## config.mk

```make
export PLATFORM = sky130hd
export DESIGN_NAME = tx_pkt_arbiter
export DESIGN_NICKNAME = d
export VERILOG_FILES = /design/src/rtl/doce_tl_pkg.sv /design/src/rtl/axis_skid_buf.sv /design/src/rtl/tx_pkt_arbiter.sv
export SDC_FILE = /design/constraint.sdc
export NUM_CORES = 1
export LEC_CHECK = 0
export CAP_MARGIN = 20
export CORE_AREA = 10 10 289 291
export CTS_CLUSTER_DIAMETER = 150
export DETAILED_ROUTE_END_ITERATION = 7
export DIE_AREA = 0 0 299 301
export GPL_TIMING_DRIVEN = 0
export PLACE_DENSITY = 0.49
export SYNTH_ARGS = -nofsm -noshare
export SYNTH_HDL_FRONTEND = slang
export SYNTH_SLANG_ARGS = --single-unit
```

## constraint.sdc

```tcl
create_clock -name user_clk -period 2.18 [get_ports user_clk]
set_clock_uncertainty 0.1 [all_clocks]
set_input_delay 0.327 -clock user_clk [delete_from_list [all_inputs] [get_ports user_clk]]
set_output_delay 0.327 -clock user_clk [all_outputs]
set_load 0.005 [all_outputs]
```

## src/rtl/doce_tl_pkg.sv

```systemverilog
// Shared definitions for the DOCE transport-layer AXI-Stream blocks:
// stream widths, arbiter FSM encoding and a constant-width helper.
package doce_tl_pkg;

    localparam int DATA_W = 128;
    localparam int KEEP_W = DATA_W / 8;
    localparam int USER_W = 4;

    typedef enum logic {
        ARB_IDLE = 1'b0,
        ARB_XFER = 1'b1
    } arb_state_t;

    function automatic int clog2(input int n);
        int r;
        r = 0;
        for (int v = n - 1; v > 0; v = v / 2) r++;
        return r;
    endfunction

endpackage

```

## src/rtl/axis_skid_buf.sv

```systemverilog
// Two-entry registered AXI-Stream slice: registered m_* outputs and a
// registered s_tready, so neither valid nor ready paths cross it combinationally.
module axis_skid_buf
    import doce_tl_pkg::*;
#(
    parameter int DATA_W = doce_tl_pkg::DATA_W,
    parameter int KEEP_W = doce_tl_pkg::KEEP_W,
    parameter int USER_W = doce_tl_pkg::USER_W
) (
    input  logic              user_clk,
    input  logic              reset,
    input  logic [DATA_W-1:0] s_tdata,
    input  logic [KEEP_W-1:0] s_tkeep,
    input  logic [USER_W-1:0] s_tuser,
    input  logic              s_tvalid,
    input  logic              s_tlast,
    output logic              s_tready,
    output logic [DATA_W-1:0] m_tdata,
    output logic [KEEP_W-1:0] m_tkeep,
    output logic [USER_W-1:0] m_tuser,
    output logic              m_tvalid,
    output logic              m_tlast,
    input  logic              m_tready
);

    typedef struct packed {
        logic [DATA_W-1:0] data;
        logic [KEEP_W-1:0] keep;
        logic [USER_W-1:0] user;
        logic              last;
    } beat_t;

    beat_t      head;
    beat_t      tail;
    beat_t      in_beat;
    logic [1:0] count;
    logic       push;
    logic       pop;

    assign in_beat  = {s_tdata, s_tkeep, s_tuser, s_tlast};
    assign s_tready = (count != 2'd2);
    assign m_tvalid = (count != 2'd0);
    assign push     = s_tvalid & s_tready;
    assign pop      = m_tvalid & m_tready;

    // head always drives the output; tail only fills while the output stalls.
    // NOTE: sequential state uses <= so every register samples pre-edge values.
    always_ff @(posedge user_clk) begin
        if (reset) begin
            count <= 2'd0;
            // NOTE: payload registers are reset too so m_tdata/m_tkeep/m_tuser read zero after reset.
            head  <= '0;
            tail  <= '0;
        end else begin
            case (count)
                2'd0: begin
                    if (push) begin
                        head  <= in_beat;
                        count <= 2'd1;
                    end
                end
                2'd1: begin
                    if (push && pop) begin
                        head <= in_beat;
                    end else if (push) begin
                        tail  <= in_beat;
                        count <= 2'd2;
                    end else if (pop) begin
                        count <= 2'd0;
                    end
                end
                default: begin
                    if (pop) begin
                        head  <= tail;
                        count <= 2'd1;
                    end
                end
            endcase
        end
    end

    assign {m_tdata, m_tkeep, m_tuser, m_tlast} = head;

endmodule

```

## src/rtl/tx_pkt_arbiter.sv

```systemverilog
// Packet-granularity round-robin arbiter sharing one AXI-Stream egress among
// NUM_REQ requesters; a grant is held from first beat through tlast.
module tx_pkt_arbiter
    import doce_tl_pkg::*;
#(
    parameter int NUM_REQ = 4,
    parameter int DATA_W  = doce_tl_pkg::DATA_W,
    parameter int KEEP_W  = doce_tl_pkg::KEEP_W,
    parameter int USER_W  = doce_tl_pkg::USER_W
) (
    input  logic                      user_clk,
    input  logic                      reset,
    input  logic [NUM_REQ*DATA_W-1:0] s_tdata,
    input  logic [NUM_REQ*KEEP_W-1:0] s_tkeep,
    input  logic [NUM_REQ*USER_W-1:0] s_tuser,
    input  logic [NUM_REQ-1:0]        s_tvalid,
    input  logic [NUM_REQ-1:0]        s_tlast,
    output logic [NUM_REQ-1:0]        s_tready,
    output logic [DATA_W-1:0]         m_tdata,
    output logic [KEEP_W-1:0]         m_tkeep,
    output logic [USER_W-1:0]         m_tuser,
    output logic                      m_tvalid,
    output logic                      m_tlast,
    input  logic                      m_tready,
    output logic [clog2(NUM_REQ)-1:0] grant_id,
    output logic                      busy
);

    localparam int GID_W = clog2(NUM_REQ);

    arb_state_t        state;
    arb_state_t        state_next;
    logic [GID_W-1:0]  grant_next;
    logic [GID_W-1:0]  cand;
    logic              found;
    logic              sel_valid;
    logic              sel_ready;
    logic              sel_last;
    logic [DATA_W-1:0] sel_data;
    logic [KEEP_W-1:0] sel_keep;
    logic [USER_W-1:0] sel_user;

    always_ff @(posedge user_clk) begin
        if (reset) begin
            state    <= ARB_IDLE;
            grant_id <= GID_W'(NUM_REQ - 1);
        end else begin
            state    <= state_next;
            grant_id <= grant_next;
        end
    end

    // NOTE: every output of this block gets a default first, so no path infers a latch.
    always_comb begin
        state_next = state;
        grant_next = grant_id;
        s_tready   = '0;
        found      = 1'b0;
        cand       = '0;
        case (state)
            ARB_IDLE: begin
                // Search upward from the last winner so it gets lowest priority.
                for (int k = 1; k <= NUM_REQ; k++) begin
                    cand = GID_W'((int'(grant_id) + k) % NUM_REQ);
                    if (!found && s_tvalid[cand]) begin
                        found      = 1'b1;
                        grant_next = cand;
                        state_next = ARB_XFER;
                    end
                end
            end
            ARB_XFER: begin
                s_tready[grant_id] = sel_ready;
                if (sel_valid && sel_ready && sel_last) state_next = ARB_IDLE;
            end
            default: state_next = ARB_IDLE;
        endcase
    end

    assign sel_valid = (state == ARB_XFER) && s_tvalid[grant_id];
    assign sel_last  = s_tlast[grant_id];
    assign sel_data  = s_tdata[int'(grant_id)*DATA_W +: DATA_W];
    assign sel_keep  = s_tkeep[int'(grant_id)*KEEP_W +: KEEP_W];
    assign sel_user  = s_tuser[int'(grant_id)*USER_W +: USER_W];
    assign busy      = (state == ARB_XFER);

    axis_skid_buf #(
        .DATA_W(DATA_W),
        .KEEP_W(KEEP_W),
        .USER_W(USER_W)
    ) u_skid (
        .user_clk(user_clk),
        .reset   (reset),
        .s_tdata (sel_data),
        .s_tkeep (sel_keep),
        .s_tuser (sel_user),
        .s_tvalid(sel_valid),
        .s_tlast (sel_last),
        .s_tready(sel_ready),
        .m_tdata (m_tdata),
        .m_tkeep (m_tkeep),
        .m_tuser (m_tuser),
        .m_tvalid(m_tvalid),
        .m_tlast (m_tlast),
        .m_tready(m_tready)
    );

endmodule

```

==> results of run 1 <==
-- area by class of cell --
cell class                 instances  area [µm²]  share of cell area [%]
multi-input combinational       1095       10300                    35.6
timing repair buffer             817        8520                    29.5
sequential                       303        6080                    21.1
buffer                           146        1420                    4.93
tap                             1040        1300                    4.51
clock buffer                      57        1150                    4.00
clock inverter                     9        80.1                   0.277
inverter                           5        23.8                  0.0823
antenna                            1        2.50                 0.00867
-- metrics by stage --
stage	area, µm²	hold slack, ps	instances
floorplan	15800	306	1556
global placement	24600	341	3354
detailed placement	24700	346	3355
CTS	26700	265	3441
global route	28900	334	3472
finish	28900	329	3473
-- cell usage after synthesis, types with 2 or more instances --
| cell | number |
|---|---|
| dfxtp_1 | 303 |
| nand2_1 | 301 |
| a21oi_1 | 153 |
| mux4_2 | 152 |
| nor2_1 | 152 |
| mux2i_1 | 150 |
| a211oi_1 | 119 |
| clkbuf_1 | 75 |
| buf_2 | 69 |
| a211oi_2 | 30 |
| buf_4 | 5 |
| inv_1 | 5 |
| and2_1 | 4 |
| ha_1 | 4 |
| a31oi_1 | 3 |
| nor3_1 | 3 |
| or2_2 | 3 |
| buf_1 | 2 |
| buf_6 | 2 |
| o21ai_0 | 2 |
| or3_1 | 2 |
-- state kept, by name, summed over array words and instances (netlist names) --
register,count
busy,1
grant_id,2
u_skid.count,2
u_skid.m_tdata,128
u_skid.m_tkeep,16
u_skid.m_tlast,1
u_skid.m_tuser,4
u_skid.tail,149
-- logic make-up (layout without fill, tap and decap cells) --
family                     count (synthesis)  after routing  synth area share (%)
adders and majority gates                  4              4                 0.318
and+or+nand+nor                          472            472                  11.6
muxes                                    303            303                  31.4
DFF                                      303            303                  38.6
buffers and inverters                    158           1034                  4.54
AOI/OAI and AO/OA                        316            316                  13.6
other                                      0              1                     0
-- what timing repair did --
item,4_1_cts,5_1_grt
endpoints found under the setup margin,308,292
hold buffers,0,0
setup buffers,23,10
pin swaps,6,75
gates resized for setup,225,411
gates cloned,1,24
-- worst min-delay path by stage --
stage	start	to	slack (ps)	cells past startpoint
after floorplan	m_tready	u_skid.count[1]	310	1
after global placement	u_skid.tail[27]	u_skid.tail[27]	340	2
after detailed placement	u_skid.tail[83]	u_skid.tail[83]	350	2
after CTS	reset	grant_id[0]	260	2
after global routing	reset	grant_id[0]	330	2
final	reset	grant_id[0]	330	2
-- power breakdown --
part / switching, µW / leakage [µW] / total, µW / internal, µW
sequential: 814 / 0.00247 / 7410 / 6600
clock: 2530 / 0.000611 / 6290 / 3770
combinational: 8150 / 0.00656 / 17200 / 9070
-- routing by layer --
layer	routed length [µm]	part of all wire (%)
met4	1360	1.6
met1	34400	41
met2	44100	52
met3	4540	5.4
met5	12	0.014
==> metrics, run 1 <==
fmax=440 MHz; final worst-path cycle share=104%; CTS clk-pin slew, worst paths=60 ps; Post-synth ARST share=0%; CP arrival=2560 ps; Die X=299 µm; Syn Inst Count=between 1500 and 2000; failing checks=negative setup slack; Worst Setup Start Kind=flop; DR iter-0 viols=763; final-report hold violation count=0; die area=approximately 90000 µm²; DRC errors left=0; commonest non-fill, non-tap cells in the layout=750 x clkdlybuf4s50_1, 299 x dfxtp_1, 261 x nand2_1; commonest non-fill, non-tap cell in the layout=clkdlybuf4s50_1; busiest grt layer=met2; root buffer selected by CTS=clkbuf_16; layout overhead on the synthesized area=83.6%; Clock Latency Late Sink=540 ps; Required @ worst endpoint=between 2000 and 2500 ps; total power=just over 30000 µW; grt ovf=0; routed vias/inst=roughly 4.6; unrepaired setup endpoints after global routing=yes; TritonCTS Buffers=38; GP Congestion=0.921; htree depth=2; initial antenna violation count=5; Netlist Area Pre-Place=15700 µm²; Initial Utilization=20.3%; FF-to-FF End=u_skid.tail[61]; worst setup path end=u_skid.tail[61]; R2R setup slack=-90 ps; clock sinks=303; Longest Clk Path Bufs=3; Core Rows=102; Critical Path Most Common Cell=clkbuf_16; FILL cells=between 7000 and 8000; Avg WL per Cell=24.3 µm; vias=about 16000; setup TNS=-6490 ps; CTS tree=done; Worst setup EP type=flop; fin nets=3013; area leader, netlist=dfxtp_1; WS Path Type=reg -> reg; total of max-cap violations=0; post-DP HPWL=65600 µm; largest net degree at the start of global routing=12; drt pass-1 iters=5; PwrDens=1070 nW/µm²; EDFF count, synth=0; slowest stage cell on the critical path=mux4_2; fin util=37.3%; met2 Use GR=31.4%; worst slew pin tran=roughly 1200 ps; Final min period=2270 ps; global-route wire length before repair=114000 µm; peak supply drop=0.490 mV; crit path max fanout=7; num ports=760; max-slew violation count=0; Post-Place Setup Slack=-1390 ps; yosys warns=0; HP Class=in -> reg; Top FF cell, synth=dfxtp_1; vias in the first global route=16900; status=finished with violations; WL final=84400 µm; Yosys reg bits=303; Worst path depth=9; IO Port Bufs=758; leakage=0.00964 µW; Yosys top cell area share=38.6%; top cell family by delay on the critical path=buffers and inverters; syn nets=2163; Routed Antenna Nets=0; reg2reg path depth=9; crit path launch=grant_id[1]; Die Ht=301 µm; Seq/Total Area, Yosys=38.6%; Mean Syn Cell Area=10.1 µm²; Yosys cell types=38; Total GRT Usage=16.9%; final worst slack=-90.9 ps; met1 usage=between 10% and 20%; Core Box Area=77300 µm²; Crit Reg-Reg Startpoint=grant_id[1]; Worst path max stage delay=450 ps; final setup vio count=115; Area contributors post-synth=dfxtp_1 39%, mux4_2 22%, mux2i_1 9.5%; worst path bufs/invs=4; CP cell instances=mux4_2, buf_6, nand2_4, or3_4, buf_12, clkbuf_16, clkbuf_16, nand2_1, a21oi_1; layout cell share with drive strength beyond 1=~28%; worst relative slew slack=21.4%; met3 Use GR=3.82%
No activity file was read; power rests on OpenSTA's default activity.
==> run 2: changes to the inputs <==
--- a/config.mk
+++ b/config.mk
@@ -7,7 +7,7 @@
 export LEC_CHECK = 0
 export CAP_MARGIN = 20
 export CORE_AREA = 10 10 289 291
-export CTS_CLUSTER_DIAMETER = 150
+export CTS_CLUSTER_SIZE = 28
 export DETAILED_ROUTE_END_ITERATION = 7
 export DIE_AREA = 0 0 299 301
 export GPL_TIMING_DRIVEN = 0
==> results of run 2 <==
No change in the layout: final DEF, timing and power equal those of run 1.
==> run 3: changes to the inputs <==
==> constraint.sdc (replaced) <==
create_clock -name user_clk -period 2.18 [get_ports user_clk]
set_clock_uncertainty 0.1 [all_clocks]
set_input_delay 0.654 -clock user_clk [delete_from_list [all_inputs] [get_ports user_clk]]
set_output_delay 0.654 -clock user_clk [all_outputs]
set_load 0.005 [all_outputs]
==> run 3 against run 2 <==
  * The run still ends with negative setup slack left
  * Global-route usage up 1.0 points
  * Utilization up 0.78 points
  * Sequential cell count unchanged
  * First-iteration DRC count down 1.6%
  * Via count up 0.80%
  * Highest routed layer unchanged
==> metrics, run 3 (same netlist as run 1, synthesis figures left out) <==
PwrDens=1090 nW/µm²; FF-to-FF End=u_skid.m_tdata[46]; placed cells=3356; IO Port Bufs=758; Worst Hold End=u_skid.tail[107]; initial antenna violation count=6; hold depth=2; layout overhead on the synthesized area=87.4%; Core Rows=102; Initial Utilization=20.3%; Die Ht=301 µm; vias in the first global route=17500; reg2reg path depth=10; final hold slack=356 ps; grt ovf=0; Sequential cell area=6090 µm²; Reg with most FFs=u_skid.tail; fmax=412 MHz; post-DP HPWL=66100 µm; final worst-path cycle share=111%; WS Path Type=in -> reg; worst path bufs/invs=6; Required @ worst endpoint=roughly 2500 ps; slowest stage cell on the critical path=mux4_2; die area=90000 µm²; top cell family by delay on the critical path=buffers and inverters; crit path max fanout=9; DRC errors left=0; max-slew violation count=0; DR iter-0 viols=751; leakage=0.0106 µW; worst relative slew slack=a little under 40%; Crit Reg-Reg Startpoint=grant_id[1]; Total GRT Usage=between 15 and 20%; Design Area, Final=29500 µm²; FILL cells=around 7600; layout cell share with drive strength beyond 1=roughly 28%; clock sinks=303; GP Congestion=between 0.8 and 0.9; htree depth=2; unrepaired setup endpoints after global routing=yes; num ports=760; Critical Path Most Common Cell=buf_12; Routed Antenna Nets=0; HP Class=reg -> reg; Worst Hold Launch=u_skid.tail[107]; TritonCTS Buffers=38; Worst setup EP type=flop; fin nets=3032; Die X=~300 µm; Multi-input gate area=10400 µm²; Final min period=2430 ps; worst slew pin tran=906 ps; Clock Latency Late Sink=540 ps; vias=16000; R2R setup slack=-190 ps; routed vias/inst=4.58; peak supply drop=roughly 0.46 mV; Non-Filler Instances=3494; WL final=85200 µm; global-route wire length before repair=120000 µm; Core Box Area=77300 µm²; status=finished with violations; total of max-cap violations=0; CTS tree=done; final setup vio count=284; final worst slack=-249 ps; setup TNS=-30130 ps; commonest non-fill, non-tap cells in the layout=597 x clkdlybuf4s50_1, 297 x nand2_1, 290 x dfxtp_1; CP cell instances=dlygate4sd2_1, mux4_2, a21oi_4, a21oi_4, buf_12, buf_12, buf_12, buf_8, clkbuf_16, nor2_4, a211oi_2; final-report hold violation count=0; Post-Place Setup Slack=-1770 ps; CTS clk-pin slew, worst paths=around 60 ps; largest net degree at the start of global routing=13; Worst path max stage delay=a little over 600 ps; failing checks=negative setup slack; Largest register FFs=149; commonest non-fill, non-tap cell in the layout=clkdlybuf4s50_1; Longest Clk Path Bufs=3; Worst Setup Start Kind=primary input; drt pass-1 iters=5; Avg WL per Cell=24.4 µm; root buffer selected by CTS=clkbuf_16; placed cell areas=24700 µm²; CP arrival=2710 ps
==> run 3: worst max path at each step <==
stage | to | depth (start not counted) | slack [ps] | startpoint
3_5_place_dp | u_skid.tail[47] | 8 | -1770 | s_tvalid[2]
4_1_cts | s_tready[1] | 5 | -300 | u_skid.count[1]
6_report | u_skid.m_tdata[46] | 11 | -250 | s_tvalid[3]
2_1_floorplan | grant_id[0] | 7 | -4 | grant_id[1]
5_1_grt | s_tready[1] | 5 | -310 | u_skid.count[1]
3_3_place_gp | u_skid.tail[147] | 8 | -1650 | s_tvalid[2]
==> run 3: where the power goes <==
group	switching (µW)	internal (µW)	total [µW]	leakage, µW
logic	8650	9490	18100	0.00748
registers	956	6620	7570	0.00247
clock network	2490	3830	6320	0.000613
==> run 3: routing by layer <==
metal  vias up  global-route usage (%)  routed length [µm]
li1       7450                       -                   -
met1      7929                    20.2               33200
met2       538                    33.0               44600
met3        97                    4.53                5320
met4         4                    4.74                2050
met5         -                       0                  20
==> run 3: tightest hold or removal path, delay by kind of cell (launching register included) <==
family / cells / cell delay (ps)
AND/OR/NAND/NOR: 1 / 50
flip-flops: 1 / 310
AO/OA/AOI/OAI: 1 / 50
==> run 3: cell type report <==
class / instances / area share, %
antenna: 2 / 0.0170
multi-input combinational: 1095 / 35.4
clock inverter: 10 / 0.374
buffer: 153 / 5.52
clock buffer: 57 / 3.85
sequential: 303 / 20.7
inverter: 5 / 0.0722
tap: 1040 / 4.41
timing repair buffer: 829 / 29.7
==> run 3: stage by stage <==
step | power (µW) | utilization, %
3_3_place_gp | 21300 | 31.9
5_1_grt | 33800 | 38.1
6_report | 32000 | 38.1
4_1_cts | 31600 | 37.3
2_1_floorplan | 14800 | -
3_5_place_dp | 21400 | 32.0
==> run 3: timing repair <==
item / 4_1_cts / 5_1_grt
buffers inserted: 29 / 9
pin swaps: 18 / 13
hold buffers: 0 / 0
endpoints found under the setup margin: 458 / 302
gates cloned: 31 / 5
resized for setup: 736 / 139
